### config.mk
export PLATFORM = sky130hd
export DESIGN_NAME = load_store_unit
export DESIGN_NICKNAME = d
export VERILOG_FILES = /design/src/rtl/lsu_pkg.sv /design/src/rtl/load_formatter.sv /design/src/rtl/load_store_unit.sv
export SDC_FILE = /design/constraint.sdc
export NUM_CORES = 1
export LEC_CHECK = 0
export BUFFER_PORTS_ARGS = -buffer_cell sky130_fd_sc_hd__buf_2
export CORE_ASPECT_RATIO = 0.8
export CORE_MARGIN = 2
export CORE_UTILIZATION = 54
export DETAILED_ROUTE_END_ITERATION = 6
export HOLD_SLACK_MARGIN = 0.05
export PLACE_DENSITY = 0.87
export SLEW_MARGIN = 20
export SYNTH_ARGS = -nofsm -noshare
export SYNTH_HDL_FRONTEND = slang
export SYNTH_SLANG_ARGS = --single-unit
### constraint.sdc
create_clock -name clk -period 3.77 [get_ports clk]
set_input_delay 0.1885 -clock clk [delete_from_list [all_inputs] [get_ports clk]]
set_output_delay 0.1885 -clock clk [all_outputs]
set_load 0.05 [all_outputs]
### src/rtl/lsu_pkg.sv
// Shared types and constants for the load/store unit.
package lsu_pkg;

   typedef enum logic [1:0] {IDLE, BUSY, DONE} lsu_state_t;

   localparam logic [2:0] F3_B  = 3'b000;
   localparam logic [2:0] F3_H  = 3'b001;
   localparam logic [2:0] F3_W  = 3'b010;
   localparam logic [2:0] F3_BU = 3'b100;
   localparam logic [2:0] F3_HU = 3'b101;

   // True when the access must not be issued: bad funct3 for the kind, or misaligned.
   function automatic logic access_is_fault(input logic       is_load,
                                            input logic [2:0] f3,
                                            input logic [1:0] a);
      logic fault;
      case (f3)
         F3_B:    fault = 1'b0;
         F3_H:    fault = a[0];
         F3_W:    fault = (a != 2'b00);
         F3_BU:   fault = !is_load;
         F3_HU:   fault = !is_load || a[0];
         default: fault = 1'b1;
      endcase
      return fault;
   endfunction

endpackage

### src/rtl/load_formatter.sv
// Selects the addressed byte/half lane of a read word and sign/zero-extends it.
module load_formatter
   import lsu_pkg::*;
(
   input  logic [2:0]  funct3,
   input  logic [1:0]  byte_off,
   input  logic [31:0] rdata,
   output logic [31:0] data
);

   logic [7:0]  byte_sel;
   logic [15:0] half_sel;

   // Lane selection and extension.
   always_comb begin
      case (byte_off)
         2'd0:    byte_sel = rdata[7:0];
         2'd1:    byte_sel = rdata[15:8];
         2'd2:    byte_sel = rdata[23:16];
         default: byte_sel = rdata[31:24];
      endcase
      half_sel = byte_off[1] ? rdata[31:16] : rdata[15:0];

      case (funct3)
         F3_B:    data = {{24{byte_sel[7]}}, byte_sel};
         F3_BU:   data = {24'h0, byte_sel};
         F3_H:    data = {{16{half_sel[15]}}, half_sel};
         F3_HU:   data = {16'h0, half_sel};
         default: data = rdata;
      endcase
   end

endmodule

### src/rtl/load_store_unit.sv
// Memory-access stage: request/ready handshake to data memory with store lane
// formatting, load extension and a stall to hold the core until completion.
module load_store_unit #(
   parameter int unsigned addr_data_width = 32
) (
   input  logic                       clk,
   input  logic                       reset,
   input  logic                       ld_en,
   input  logic                       st_en,
   input  logic [2:0]                 funct3,
   input  logic [addr_data_width-1:0] addr,
   input  logic [addr_data_width-1:0] st_data,
   output logic                       stall,
   output logic [addr_data_width-1:0] ld_data,
   output logic                       ld_valid,
   output logic                       access_fault,
   output logic                       mem_req,
   output logic                       mem_we,
   output logic [addr_data_width-1:0] mem_addr,
   output logic [addr_data_width-1:0] mem_wdata,
   output logic [3:0]                 mem_wstrb,
   input  logic                       mem_ready,
   input  logic [addr_data_width-1:0] mem_rdata
);
   import lsu_pkg::*;

   lsu_state_t                 state_q, state_d;
   logic [addr_data_width-1:0] addr_q, addr_d;
   logic [addr_data_width-1:0] st_data_q, st_data_d;
   logic [addr_data_width-1:0] ld_data_q, ld_data_d;
   logic [2:0]                 funct3_q, funct3_d;
   logic                       is_load_q, is_load_d;

   logic                       req;
   logic                       fault;
   logic                       accept;
   logic [addr_data_width-1:0] fmt_data;

   // A simultaneous ld_en/st_en is treated as a load.
   assign req    = ld_en || st_en;
   assign fault  = access_is_fault(ld_en, funct3, addr[1:0]);
   assign accept = (state_q == IDLE) && req && !fault;

   load_formatter u_load_formatter (
      .funct3   (funct3_q),
      .byte_off (addr_q[1:0]),
      .rdata    (mem_rdata),
      .data     (fmt_data)
   );

   // State and latched-access registers.
   always_ff @(posedge clk or negedge reset) begin
      if (!reset) begin
         state_q   <= IDLE;
         addr_q    <= '0;
         st_data_q <= '0;
         ld_data_q <= '0;
         funct3_q  <= 3'b000;
         is_load_q <= 1'b0;
      end else begin
         state_q   <= state_d;
         addr_q    <= addr_d;
         st_data_q <= st_data_d;
         ld_data_q <= ld_data_d;
         funct3_q  <= funct3_d;
         is_load_q <= is_load_d;
      end
   end

   // Next-state and latch capture.
   always_comb begin
      state_d   = state_q;
      addr_d    = addr_q;
      st_data_d = st_data_q;
      ld_data_d = ld_data_q;
      funct3_d  = funct3_q;
      is_load_d = is_load_q;
      case (state_q)
         IDLE: begin
            if (accept) begin
               state_d   = BUSY;
               addr_d    = addr;
               st_data_d = st_data;
               funct3_d  = funct3;
               is_load_d = ld_en;
            end
         end
         BUSY: begin
            if (mem_ready) begin
               state_d = DONE;
               if (is_load_q) begin
                  ld_data_d = fmt_data;
               end
            end
         end
         default: state_d = IDLE;
      endcase
   end

   // Outputs; combinational ones are forced low while reset is held.
   always_comb begin
      stall        = 1'b0;
      access_fault = 1'b0;
      ld_valid     = 1'b0;
      mem_req      = 1'b0;
      mem_we       = 1'b0;
      mem_addr     = '0;
      mem_wdata    = '0;
      mem_wstrb    = 4'b0000;
      case (state_q)
         IDLE: begin
            stall        = accept;
            access_fault = req && fault;
         end
         BUSY: begin
            stall    = 1'b1;
            mem_req  = 1'b1;
            mem_we   = !is_load_q;
            mem_addr = {addr_q[addr_data_width-1:2], 2'b00};
            if (!is_load_q) begin
               case (funct3_q)
                  F3_B: begin
                     mem_wstrb = 4'b0001 << addr_q[1:0];
                     mem_wdata = {4{st_data_q[7:0]}};
                  end
                  F3_H: begin
                     mem_wstrb = 4'b0011 << {addr_q[1], 1'b0};
                     mem_wdata = {2{st_data_q[15:0]}};
                  end
                  default: begin
                     mem_wstrb = 4'b1111;
                     mem_wdata = st_data_q;
                  end
               endcase
            end
         end
         default: ld_valid = is_load_q;
      endcase
      if (!reset) begin
         stall        = 1'b0;
         access_fault = 1'b0;
      end
   end

   assign ld_data = ld_data_q;

endmodule

# Yosys cells after proc, flatten, opt, wreduce, memory -nomap -nowiden
# Cells that the tools add are included.
# Widths: inputs -> output; s select.
[totals] inputBits=104 word_cells=58 output_inout_bits=105 register_bits=102
[op_classes] n_mux=21 n_eq_ne=12 shift=2 reduce_logical=17
[ops] op="$pmux 32 s4" n=1
[ops] op="$mux 32" n=3
[ops] op="$pmux 32 s2" n=1
[ops] op="$pmux 8 s3" n=1
[ops] op="$mux 16" n=1
[ops] op="$eq 3x3->1 const B" n=4
[ops] op="$mux 4" n=2
[ops] op="$pmux 4 s2" n=1
[ops] op="$eq 3x1->1 const B" n=2
[ops] op="$logic_not 3->1" n=2
[ops] op="$mux 1" n=6
[ops] op="$pmux 1 s5" n=1
[ops] op="$eq 2x1->1 const B" n=2
[ops] op="$logic_not 2->1" n=2
[ops] op="$mux 2" n=2
[ops] op="$ne 2x2->1 const B" n=2
[ops] op="$pmux 2 s2" n=1
[ops] op="$reduce_and 2->1" n=2
[ops] op="$shl 1x2->4 const A" n=1
[ops] op="$shl 2x2->4 const A" n=1
[ops] op="$eq 3x2->1 const B" n=1
[ops] op="$logic_and 1x1->1" n=3
[ops] op="$logic_not 1->1" n=3
[ops] op="$reduce_and 3->1" n=1
[ops] op="other kinds (5)" n=6

# Longest topological paths before layout
# Gate-level depths: netlist of the first run.
[depth] depth_word=7 ltp_mapped=8

# Modules after synthesis
# From an unflattened synthesis of the first run, not the netlist that was laid out.
[hier_totals] cells_unflattened=504 hier_area_um2=5905.7
[by_module_without_submodules] mod="load_store_unit" seq_area_each_um2=2552.4 cells_each=371 instances=1 area_each_um2=4936.0
[by_module_without_submodules] mod="load_formatter" seq_area_each_um2=0.0 cells_each=133 instances=1 area_each_um2=969.7

# Worst setup path before layout of the first run
# No wires, ideal clock.
[synth_timing] path_type="register to output" start="register funct3_q[1]" end="output mem_wdata[29]" arrival_time_ns=2.252 slack_ns=1.329 stages_incl_launch_ff=5 path_buffers=1 path_cell_list="dfrtp_1 -> nor2_1 -> clkbuf_1 -> nor2_1 -> a211oi_1"
[synth_between] elab_chain_cells=4
[synth_rtl] item="start: declaration" line="load_store_unit.sv:31" text="logic [2:0] funct3_q, funct3_d;"
[synth_rtl] item="start signal: assignment" line="load_store_unit.sv:65" text="funct3_q <= funct3_d;"
[synth_rtl] item="$eq 3x1->1 / $logic_not 3->1 (equally long branches)" line="load_store_unit.sv:121" text="case (funct3_q)"
[synth_rtl] item="$pmux 32 s2 *" line="load_store_unit.sv:121"
[synth_rtl] item="$mux 32 *" line="load_store_unit.sv:120" text="if (!is_load_q) begin"
[synth_rtl] item="$mux 32 *" line="load_store_unit.sv:110" text="case (state_q)"
[synth_rtl] item="end: declaration" line="load_store_unit.sv:20" text="output logic [addr_data_width-1:0] mem_wdata,"
# Mark *: on every way between the ends. The rest lies on a longest branch, timed or not.

# Worst setup path in the final report of the first run
[layout_timing] start="register state_q[1]" end="output mem_wdata[2]"
[layout_between] elab_chain_cells=2
[layout_rtl] item="start: declaration" line="load_store_unit.sv:27" text="lsu_state_t state_q, state_d;"
[layout_rtl] item="start signal: assignment" line="load_store_unit.sv:61" text="state_q <= state_d;"
[layout_rtl] item="$eq 2x1->1" line="load_store_unit.sv:110"
[layout_rtl] item="$mux 32" line="load_store_unit.sv:110"
# No other way between the ends.

==> results of run 1 <==
[per-stage QoR]
| step | total power [W] | worst slack (ps) | cell area, µm² |
|---|---|---|---|
| final | 0.00555 | 1100 | 6850 |
| after floorplan | 0.00398 | 1330 | 5540 |
| after global placement | 0.00455 | 1300 | 6540 |
| after global routing | 0.00582 | 887 | 6850 |
| after CTS | 0.00555 | 756 | 6840 |
| after detailed placement | 0.00464 | 1100 | 6540 |
[how the worst max path moves through the flow]
stage / start / end / slack [ps] / cells after the start
after floorplan: funct3_q[1] / mem_wdata[29] / 1330 / 4
after global placement: state_q[1] / mem_wdata[1] / 1300 / 7
after detailed placement: state_q[1] / mem_wdata[2] / 1100 / 7
after CTS: state_q[1] / mem_wdata[2] / 760 / 7
after global routing: state_q[1] / mem_wdata[5] / 890 / 7
final: state_q[1] / mem_wdata[2] / 1100 / 7
[cells in the final DEF (no fill, tap or decap), types with 14 or more instances in the layout]
master	synthesis	routed
sky130_fd_sc_hd__nor2_1	15	14
sky130_fd_sc_hd__buf_2	12	205
sky130_fd_sc_hd__nand3_1	32	32
sky130_fd_sc_hd__a21oi_1	45	45
sky130_fd_sc_hd__and2_1	40	40
sky130_fd_sc_hd__a211oi_1	17	17
sky130_fd_sc_hd__o21ai_0	18	18
sky130_fd_sc_hd__dfrtp_1	102	102
sky130_fd_sc_hd__mux2_4	59	59
sky130_fd_sc_hd__nand2_1	58	58
[timing repair]
| action | in CTS | in global routing |
|---|---|---|
| setup buffers | 0 | 0 |
| resized for setup | 0 | 0 |
| hold endpoints to repair | 50 | 0 |
| hold buffers | 1 | 0 |
[layer usage]
metal	vias up	track usage	wire, µm
met4	0	0.0912	464
li1	2160	-	-
met2	202	0.410	7050
met5	-	0	0
met1	2234	0.364	6420
met3	37	0.0481	926
[worst max-delay path, cell delays in order (launching register included)]
cell and delay, ps:
sky130_fd_sc_hd__dfrtp_1 410, sky130_fd_sc_hd__inv_1 80, sky130_fd_sc_hd__nand2_1 80, sky130_fd_sc_hd__inv_2 360
sky130_fd_sc_hd__nand2b_2 450, sky130_fd_sc_hd__inv_1 320, sky130_fd_sc_hd__and2_1 170, sky130_fd_sc_hd__buf_2 260
[cell families after synthesis]
family,synth area share
flops,0.461
compound gates,0.123
mux,0.189
simple gates,0.168
buf+inv,0.0577
other cells,0.000678
[sequential cells by signal, summed over array words and instances, names as in the netlist]
name       flops
is_load_q      1
funct3_q       3
addr_q        32
ld_data       32
st_data_q     32
state_q        2
[area by class of cell]
class                      count  area share
multi-input combinational    361       0.391
sequential                   102       0.372
timing repair buffer         213       0.161
clock buffer                  10      0.0349
tap                          140      0.0256
clock inverter                 6     0.00785
inverter                      14     0.00767
[where the power goes]
part / switching (W) / internal (W) / leakage, nW
Combinational: 0.00184 / 0.000906 / 2.17
Clock: 0.000430 / 0.000477 / 0.135
Sequential: 0.000358 / 0.00153 / 1.22
Total: 0.00263 / 0.00292 / 3.53
==> impl_results.rst, run 1 <==
.. list-table::
   :header-rows: 1

   * - Metric
     - Value
   * - Run status
     - completed
   * - Ratio of cells with drive above 1 in the final layout
     - 0.428
   * - CP Launch Type
     - flip-flop
   * - Final setup vio count
     - 0
   * - Final clock period utilization by the worst path
     - 0.708
   * - Worst reg-to-reg setup slack
     - 1580 ps
   * - Net count reported at finish
     - between 800 and 900
   * - Total die area
     - roughly 0.011 mm²
   * - Maximum clock path buffer count
     - 2
   * - DP Wirelength
     - 11.0 mm
   * - Most used DFF post-synth
     - sky130_fd_sc_hd__dfrtp_1
   * - Detail-routed via count per cell
     - 5.48
   * - Post-synth top area cell
     - sky130_fd_sc_hd__dfrtp_1
   * - Beginning of the worst hold path
     - st_data[13]
   * - Count of final hold-check violations
     - 0
   * - Synth top area cells
     - sky130_fd_sc_hd__dfrtp_1, sky130_fd_sc_hd__mux2_4, sky130_fd_sc_hd__and2_1
   * - Antenna violations before repair
     - 0
   * - Total of warnings raised by yosys
     - 0
   * - Distinct cells, synth
     - 42
   * - Count of vias placed by the detailed router
     - about 4,600
   * - Starting utilization of the core area
     - 0.547
   * - Area taken by flip-flops and latches
     - 0.00255 mm²
   * - Die boundary height
     - 94.5 µm
   * - Vias in the first global route
     - 4,414
   * - Overall Global Routing Usage
     - 0.261
   * - Final Routed Wirelength
     - 14.9 mm
   * - Footprint of the multi-input gates
     - about 0.0027 mm²
   * - Worst-case hold path end point
     - st_data_q[13]
   * - Placer Congestion
     - ~0.92
   * - Type of the setup path with the least slack
     - reg2out
   * - TritonCTS clock tree
     - yes
   * - Data arrival time at the worst-slack endpoint
     - roughly 2500 ps
   * - Global-route wire length before repair
     - between 20 and 25 mm
   * - Most common cell in the synthesized netlist
     - sky130_fd_sc_hd__dfrtp_1
   * - Worst Setup End Kind
     - output pin
   * - Maximum Capacitance Violations
     - 0
   * - Clock transition at the register clock pins on the worst setup and hold paths after CTS
     - 70 ps
   * - FF+latch count, synth
     - around 100
   * - Count of flip-flops with a built-in enable after synthesis
     - 0
   * - Maximum number of pins on one net before global-route repair
     - 54
   * - Residual antenna-violating net count after detailed routing
     - 0
   * - Slew margin rel.
     - 0.418
   * - Beginning of the worst register-to-register path
     - addr_q[1]
   * - Area share of the largest cell type after synthesis
     - 0.461
   * - Commonest cells post-synth
     - sky130_fd_sc_hd__dfrtp_1, sky130_fd_sc_hd__mux2_4, sky130_fd_sc_hd__nand2_1
   * - Min-Delay Path Class
     - in2reg
   * - RSZ-0062 raised after global routing
     - no
   * - Total I/O pin count
     - 209
   * - CTS root buffer
     - sky130_fd_sc_hd__clkbuf_16
   * - Clock insertion delay at the later pin of the skew report
     - around 340 ps
   * - Leakage power figure
     - roughly 3.5 nW
   * - Drt initial violations
     - between 400 and 500
   * - TNS Setup
     - 0 ps
   * - Number of max-slew violations in the final report
     - 0
   * - Transition time at the pin with the least slew margin
     - 873 ps
   * - Antenna cells
     - 0
   * - Highest attainable clock frequency
     - between 300 and 400 MHz
   * - Total grt overflow
     - 0
   * - Average wire length per cell after detail routing
     - between 15 and 20 µm
   * - Number of clock buffers inserted by TritonCTS
     - 9
   * - Std-Cell Rows
     - 33
   * - Std-Cell Core Area
     - 0.0101 mm²
   * - Floorplan die width
     - about 120 µm
   * - Instance count of the mapped netlist
     - about 520
   * - Data required time of the worst path
     - roughly 3600 ps
   * - Number of placed cells counting well taps
     - 829
   * - Fillers
     - between 700 and 800
   * - Power density cells
     - 809 mW/mm²
   * - Worst Reg2Reg Path Length in Cells
     - 4
   * - Avg Synthesized Cell Area
     - roughly 11 µm²
   * - Pre-Repair DR Iteration Count
     - 5
   * - Fraction of registers with async set/reset
     - 1.00
   * - Reg2Reg Capture Point
     - ld_data[25]
   * - Maximum fanout along the worst path
     - 34
   * - Clock sink count
     - roughly 100
   * - Count of H-tree levels built during CTS
     - 3
   * - Number of remaining DRC errors
     - 0
   * - Number of I/O port buffers
     - about 210
   * - Fin crit period
     - about 2700 ps
   * - Fin Clk Skew
     - 4.50 ps
   * - Non-filler cells in the finished layout
     - around 850
   * - Post-layout utilization of the core
     - 0.677
   * - Post-Synthesis Cell Area
     - between 0.005 and 0.006 mm²
   * - Layout-stage area growth over the synthesis result
     - 23.9%
   * - Register area share after synthesis
     - 0.461
   * - Highest ir drop seen on vdd
     - 0.000447 V
   * - Hold path cells
     - 2
   * - Worst hold slack
     - ~70 ps
Note: power is estimated with default switching activity, not from simulation.
==> inputs of run 2 (changes only) <==
ABC_AREA = 1   (was not set)
CORE_UTILIZATION = 45   (was 54)
PLACE_DENSITY = 0.78   (was 0.87)
clock period = 2.2 ns   (was 3.77 ns; I/O delays follow)
==> run 2 against run 1 <==
Register-to-register slack worse by 1200 ps; die area increased by 15%; sequential share of layout area shrank 3.2 points; total power up 68%; clock power is 68% higher; sequential power is 57% higher; synthesized area is 3.4% lower; worst setup slack got worse by 1000 ps; via count grew 21%; hold slack worse by 7.9 ps; critical endpoint is now mem_wdata[17]; largest cell class is now flip-flops and latches; highest routed layer unchanged.
==> impl_results.rst, run 2 <==
.. list-table::
   :header-rows: 1

   * - Metric
     - Value
   * - Highest-delay cell along the critical path
     - sky130_fd_sc_hd__dfrtp_1
   * - Total of warnings raised by yosys
     - 0
   * - Worst Setup End Kind
     - output pin
   * - Pre-Repair DR Iteration Count
     - 5
   * - Global-route wire length before repair
     - around 26 mm
   * - CTS root buffer
     - sky130_fd_sc_hd__clkbuf_16
   * - Most common cell in the synthesized netlist
     - sky130_fd_sc_hd__nor2_1
   * - Number of max-slew violations in the final report
     - 0
   * - Commonest cells post-synth
     - sky130_fd_sc_hd__nor2_1, sky130_fd_sc_hd__nand2_1, sky130_fd_sc_hd__dfrtp_1
   * - Starting utilization of the core area
     - 0.462
   * - TritonCTS clock tree
     - yes
   * - Run status
     - completed
   * - Power density cells
     - 1240 mW/mm²
   * - Number of clock buffers inserted by TritonCTS
     - 9
   * - CP Launch Type
     - flip-flop
   * - Net count reported at finish
     - approximately 1,100
   * - Std-Cell Core Area
     - roughly 0.012 mm²
   * - FF+latch count, synth
     - just over 100
   * - Maximum number of pins on one net before global-route repair
     - 70
   * - Most used DFF post-synth
     - sky130_fd_sc_hd__dfrtp_1
   * - Largest stage delay on the critical path
     - 470 ps
   * - Post-layout utilization of the core
     - 0.649
   * - Final clock period utilization by the worst path
     - 0.955
   * - Register area share after synthesis
     - 0.478
   * - Avg Synthesized Cell Area
     - ~7.4 µm²
   * - Area share of the largest cell type after synthesis
     - 0.478
   * - Count of final hold-check violations
     - 0
   * - Placer Congestion
     - 0.845
   * - Total die area
     - roughly 0.013 mm²
   * - Sequence of cells on the critical path
     - nor2_2, nand2_4, nand2_8, o21ai_0, a21oi_1, buf_4
   * - Die boundary height
     - 101 µm
   * - Count of H-tree levels built during CTS
     - 3
   * - Residual antenna-violating net count after detailed routing
     - 0
   * - Instance count of the mapped netlist
     - between 700 and 800
   * - Final setup vio count
     - 0
   * - Most common library cell in the layout ignoring fill and taps
     - sky130_fd_sc_hd__buf_2
   * - Final Routed Wirelength
     - about 16 mm
   * - Distinct cells, synth
     - 31
   * - Maximum fanout along the worst path
     - 30
   * - Antenna cells
     - 0
   * - Clock insertion delay at the later pin of the skew report
     - approximately 340 ps
   * - Highest attainable clock frequency
     - about 480 MHz
   * - Maximum Capacitance Violations
     - 0
   * - Post-synth top area cell
     - sky130_fd_sc_hd__dfrtp_1
   * - Fin Clk Skew
     - about 6.7 ps
   * - Maximum clock path buffer count
     - 2
   * - Std-Cell Rows
     - 35
   * - Pre-CTS setup slack
     - about 200 ps
   * - DP Wirelength
     - approximately 11 mm
   * - Worst path setup slack after routing
     - between 90 and 100 ps
   * - Layout-stage area growth over the synthesis result
     - 40.5%
   * - Ratio of cells with drive above 1 in the final layout
     - 0.287
   * - Antenna violations before repair
     - 0
   * - Leakage power figure
     - 4.24 nW
   * - Type of the setup path with the least slack
     - reg2out
   * - Most frequent cells in the layout
     - sky130_fd_sc_hd__buf_2, sky130_fd_sc_hd__nand2_1, sky130_fd_sc_hd__nor2_1
   * - Average wire length per cell after detail routing
     - between 10 and 15 µm
   * - Data arrival time at the worst-slack endpoint
     - about 2000 ps
   * - Overall Global Routing Usage
     - 0.253
   * - Vias in the first global route
     - around 5,200
   * - Fraction of registers with async set/reset
     - 1.00
   * - Number of remaining DRC errors
     - 0
   * - Count of vias placed by the detailed router
     - 5,614
   * - Fillers
     - about 1,000
   * - Drt initial violations
     - 339
   * - Fin crit period
     - about 2100 ps
   * - Data required time of the worst path
     - between 2000 and 2500 ps
   * - Clock transition at the register clock pins on the worst setup and hold paths after CTS
     - around 70 ps
   * - Highest ir drop seen on vdd
     - 0.000704 V
   * - Total grt overflow
     - 0
   * - Count of flip-flops with a built-in enable after synthesis
     - 0
   * - Detail-routed via count per cell
     - roughly 5
   * - Min-Delay Path Class
     - in2reg
   * - Clock sink count
     - about 100
   * - Synth top area cells
     - sky130_fd_sc_hd__dfrtp_1, sky130_fd_sc_hd__nor2_1, sky130_fd_sc_hd__nand2_1
   * - Post-Synthesis Cell Area
     - about 0.0053 mm²
   * - Total I/O pin count
     - about 210
   * - Number of I/O port buffers
     - between 200 and 250
   * - Floorplan die width
     - between 100 and 150 µm
==> run 2: cell types whose count changed after synthesis, moves of 8 or more <==
| cell | before | now |
|---|---|---|
| sky130_fd_sc_hd__a211oi_1 | 17 | 3 |
| sky130_fd_sc_hd__a21oi_1 | 45 | 77 |
| sky130_fd_sc_hd__and2_1 | 40 | 0 |
| sky130_fd_sc_hd__buf_2 | 12 | 20 |
| sky130_fd_sc_hd__inv_1 | 13 | 101 |
| sky130_fd_sc_hd__mux2_4 | 59 | 0 |
| sky130_fd_sc_hd__mux2i_1 | 9 | 0 |
| sky130_fd_sc_hd__nand2_1 | 58 | 131 |
| sky130_fd_sc_hd__nor2_1 | 15 | 138 |
| sky130_fd_sc_hd__nor3_1 | 10 | 1 |
| sky130_fd_sc_hd__o211ai_1 | 0 | 9 |
| sky130_fd_sc_hd__o21ai_0 | 18 | 33 |
| sky130_fd_sc_hd__o21ai_1 | 12 | 22 |
| sky130_fd_sc_hd__or2_2 | 0 | 16 |
==> run 2: worst paths after layout <==
check | cells past startpoint | slack [ps] | endpoint | from
min in group asynchronous | 2 | 280 | addr_q[30] | reset
max in group asynchronous | 3 | 1200 | ld_data[21] | reset
max reg2reg | 7 | 410 | ld_data[19] | addr_q[1]
min reg2reg | 2 | 480 | ld_data[4] | ld_data[4]
max | 6 | 100 | mem_wdata[17] | funct3_q[0]
min | 3 | 60 | funct3_q[1] | funct3[1]
==> run 2: stage by stage <==
stage / cell area (µm²) / TNS (ps) / total power (W) / hold WS, ps / instances
3_3_place_gp: 6500 / 0 / 0.00756 / 112 / 1049
5_1_grt: 7510 / -8.44 / 0.00991 / 66.6 / 1136
2_1_floorplan: 5390 / -578 / 0.00657 / -186 / 726
6_report: 7510 / 0 / 0.00931 / 62.2 / 1136
4_1_cts: 7490 / 0 / 0.00929 / 53.2 / 1136
3_5_place_dp: 6500 / 0 / 0.00764 / 108 / 1049
==> run 2: cells by family after synthesis <==
logic type	count (synthesis)	share of synthesized area
DFF	102	0.478
and+or+nand+nor	327	0.260
AOI/OAI and AO/OA	147	0.145
other	1	0.000702
buffers and inverters	148	0.117
==> run 2: power breakdown <==
group          switching (W)  internal (W)  leakage, nW  total [W]
registers           0.000396       0.00258         1.20    0.00297
logic                0.00355       0.00127         2.91    0.00482
clock network       0.000690      0.000827        0.138    0.00152
total                0.00463       0.00467         4.24    0.00931
==> run 2: what timing repair did <==
action	4_1_cts	5_1_grt
resized for setup	1	3
pin swaps	1	0
buffers inserted	2	0
setup endpoints to repair	25	20
hold buffers	69	0
endpoints found under the hold margin	102	0
==> run 2: worst max-delay path, delay by kind of cell (launching register included) <==
family	cells	cell delay, ps
AO/OA/AOI/OAI	2	380
AND/OR/NAND/NOR	3	560
flip-flops	1	470
buffers and inverters	1	240
==> run 2: per-layer routing <==
| metal | global-route usage | part of all wire | vias to the layer above |
|---|---|---|---|
| li1 | - | - | 2761 |
| met2 | 0.406 | 0.46 | 248 |
| met1 | 0.343 | 0.44 | 2583 |
| met4 | 0.0693 | 0.014 | 0 |
| met3 | 0.0681 | 0.084 | 22 |
| met5 | 0 | 0 | - |
==> run 2: area by class of cell <==
type,instances,area [µm²],area share
repair buffers,287,1840,0.245
flip-flops and latches,102,2550,0.340
clock buffers,11,253,0.0337
multi-input cells,476,2240,0.298
inverters,107,402,0.0535
clock inverters,5,33.8,0.00450
well taps,148,185,0.0247
==> inputs of run 3 (changes only) <==
CORE_UTILIZATION = 49   (was 45)
PLACE_DENSITY = 0.8   (was 0.78)
clock period = 2.3 ns   (was 2.2 ns; I/O delays follow)
==> run 3 against run 2 <==
Non-clock buffer count decreased by 2; via count decreased by 1.4%; utilization increased by 4.9 points; global-route usage increased by 1.7 points; first-iteration DRC count grew 32%; clock-buffer cell count decreased by 1; die area decreased by 7.9%; largest power group unchanged; clock skew up 0.99 ps; total power decreased by 2.0%.
==> impl_results.rst, run 3 (synthesis gave the netlist of run 2 again) <==
.. list-table::
   :header-rows: 1

   * - Metric
     - Value
   * - Run status
     - completed
   * - Antenna cells
     - 0
   * - Detail-routed via count per cell
     - a little under 5
   * - Data arrival time at the worst-slack endpoint
     - between 2000 and 2500 ps
   * - Fin Clk Skew
     - 7.70 ps
   * - Maximum clock path buffer count
     - 2
   * - Count of vias placed by the detailed router
     - around 5,500
   * - Clock insertion delay at the later pin of the skew report
     - 340 ps
   * - Pre-Repair DR Iteration Count
     - 5
   * - Final setup vio count
     - 0
   * - Leakage power figure
     - between 4 and 5 nW
   * - Maximum fanout along the worst path
     - 34
   * - Vias in the first global route
     - slightly above 5,000
   * - Std-Cell Core Area
     - around 0.011 mm²
   * - Number of clock buffers inserted by TritonCTS
     - 9
   * - Total grt overflow
     - 0
   * - Starting utilization of the core area
     - 0.496
   * - Average wire length per cell after detail routing
     - 13.8 µm
   * - Power density cells
     - around 1200 mW/mm²
   * - DP Wirelength
     - between 10 and 15 mm
   * - Net count reported at finish
     - 1,085
   * - Highest ir drop seen on vdd
     - around 0.00066 V
   * - Count of final hold-check violations
     - 0
   * - Number of remaining DRC errors
     - 0
   * - Placer Congestion
     - 0.882
   * - TNS Setup
     - 0 ps
   * - TritonCTS clock tree
     - yes
   * - Count of H-tree levels built during CTS
     - 3
   * - Residual antenna-violating net count after detailed routing
     - 0
   * - Clock sink count
     - a little over 100
   * - Std-Cell Rows
     - 34
   * - Drt initial violations
     - ~450
   * - Die boundary height
     - between 90 and 100 µm
   * - Cell area after placement
     - approximately 0.0065 mm²
   * - Global-route wire length before repair
     - approximately 25 mm
   * - Final clock period utilization by the worst path
     - 0.959
   * - Layout-stage area growth over the synthesis result
     - 40.6%
   * - Most common library cell in the layout ignoring fill and taps
     - sky130_fd_sc_hd__buf_2
   * - Floorplan die width
     - approximately 120 µm
   * - Fin crit period
     - between 2000 and 2500 ps
   * - CTS root buffer
     - sky130_fd_sc_hd__clkbuf_16
   * - Antenna violations before repair
     - 0
   * - Clock transition at the register clock pins on the worst setup and hold paths after CTS
     - ~60 ps
   * - CP Launch Type
     - flip-flop
   * - Ratio of cells with drive above 1 in the final layout
     - 0.276
   * - Data required time of the worst path
     - ~2200 ps
   * - Number of I/O port buffers
     - between 200 and 250
   * - Type of the setup path with the least slack
     - reg2out
   * - Total die area
     - 0.0118 mm²
   * - Overall Global Routing Usage
     - 0.270
   * - Total I/O pin count
     - 209
   * - Maximum number of pins on one net before global-route repair
     - 78
   * - Highest attainable clock frequency
     - 453 MHz
   * - Maximum Capacitance Violations
     - 0
   * - Min-Delay Path Class
     - in2reg
   * - Final standard cell area without fillers
     - roughly 0.0075 mm²
   * - Most frequent cells in the layout
     - sky130_fd_sc_hd__buf_2, sky130_fd_sc_hd__nor2_1, sky130_fd_sc_hd__nand2_1
   * - Number of max-slew violations in the final report
     - 0
   * - Final Routed Wirelength
     - 15.6 mm
   * - Worst Setup End Kind
     - output pin
   * - Post-layout utilization of the core
     - 0.698
[run 3: cell count changes in the layout (fill, tap and decap cells not counted), moves of 2 or more]
cell and delta:
sky130_fd_sc_hd__nor2_1 +12, sky130_fd_sc_hd__dlygate4sd3_1 -3, sky130_fd_sc_hd__clkinvlp_4 -2, sky130_fd_sc_hd__nor2_2 -12, sky130_fd_sc_hd__clkbuf_8 -2, sky130_fd_sc_hd__bufinv_16 +3
[run 3: final timing paths]
kind,startpoint,endpoint,slack (ps),cells past startpoint
setup / recovery,funct3_q[0],mem_wdata[18],90,6
hold / removal,mem_rdata[3],ld_data[3],50,3
setup reg to reg,addr_q[1],ld_data[20],480,7
hold reg to reg,ld_data[12],ld_data[12],470,2
max in group asynchronous,reset,ld_data[22],1340,3
min in group asynchronous,reset,addr_q[23],250,2
[run 3: where the power goes]
| group | switching (W) | internal [W] |
|---|---|---|
| logic | 0.00337 | 0.00121 |
| registers | 0.000362 | 0.00246 |
| clock network | 0.000649 | 0.00106 |
| total | 0.00438 | 0.00474 |
[run 3: what timing repair did]
| action | CTS | global route |
|---|---|---|
| gates resized for setup | 1 | 1 |
| gates cloned | 0 | 0 |
| hold buffers | 66 | 0 |
| setup endpoints to repair | 14 | 16 |
| pin swaps | 0 | 1 |
| hold endpoints to repair | 91 | 0 |
| buffers inserted | 0 | 3 |
[run 3: per-stage QoR]
stage          hold WS (ps)  power (W)  std cells  worst slack, ps
2_1_floorplan          -181    0.00625        726            -97.6
3_3_place_gp           68.6    0.00720       1045              351
3_5_place_dp           67.8    0.00726       1045              300
4_1_cts                51.7    0.00909       1127              102
5_1_grt                53.9    0.00969       1130            -3.52
6_report               54.2    0.00912       1130             93.5
[run 3: area by class of cell]
class                           instances  area [µm²]
Clock buffer                           10         229
Timing Repair Buffer                  285        1830
Clock inverter                          6         109
Tap cell                              144         180
Multi-Input combinational cell        476        2210
Inverter                              107         402
Fill cell                             867        3250
Sequential cell                       102        2550
[run 3: routing by layer]
| layer | vias up | wire length, µm | global-route usage |
|---|---|---|---|
| met2 | 231 | 7300 | 0.437 |
| met3 | 26 | 1210 | 0.0675 |
| met5 | - | 0 | 0 |
| met1 | 2519 | 6800 | 0.364 |
| met4 | 0 | 295 | 0.0689 |
| li1 | 2758 | - | - |
[run 3: critical path, cell delays in order, from the launching register on]
cell and delay [ps]:
sky130_fd_sc_hd__dfrtp_1 480, sky130_fd_sc_hd__nor2_2 220, sky130_fd_sc_hd__nand2_4 140, sky130_fd_sc_hd__nand2_8 220, sky130_fd_sc_hd__nor2_1 90, sky130_fd_sc_hd__a211oi_1 270
sky130_fd_sc_hd__buf_2 330
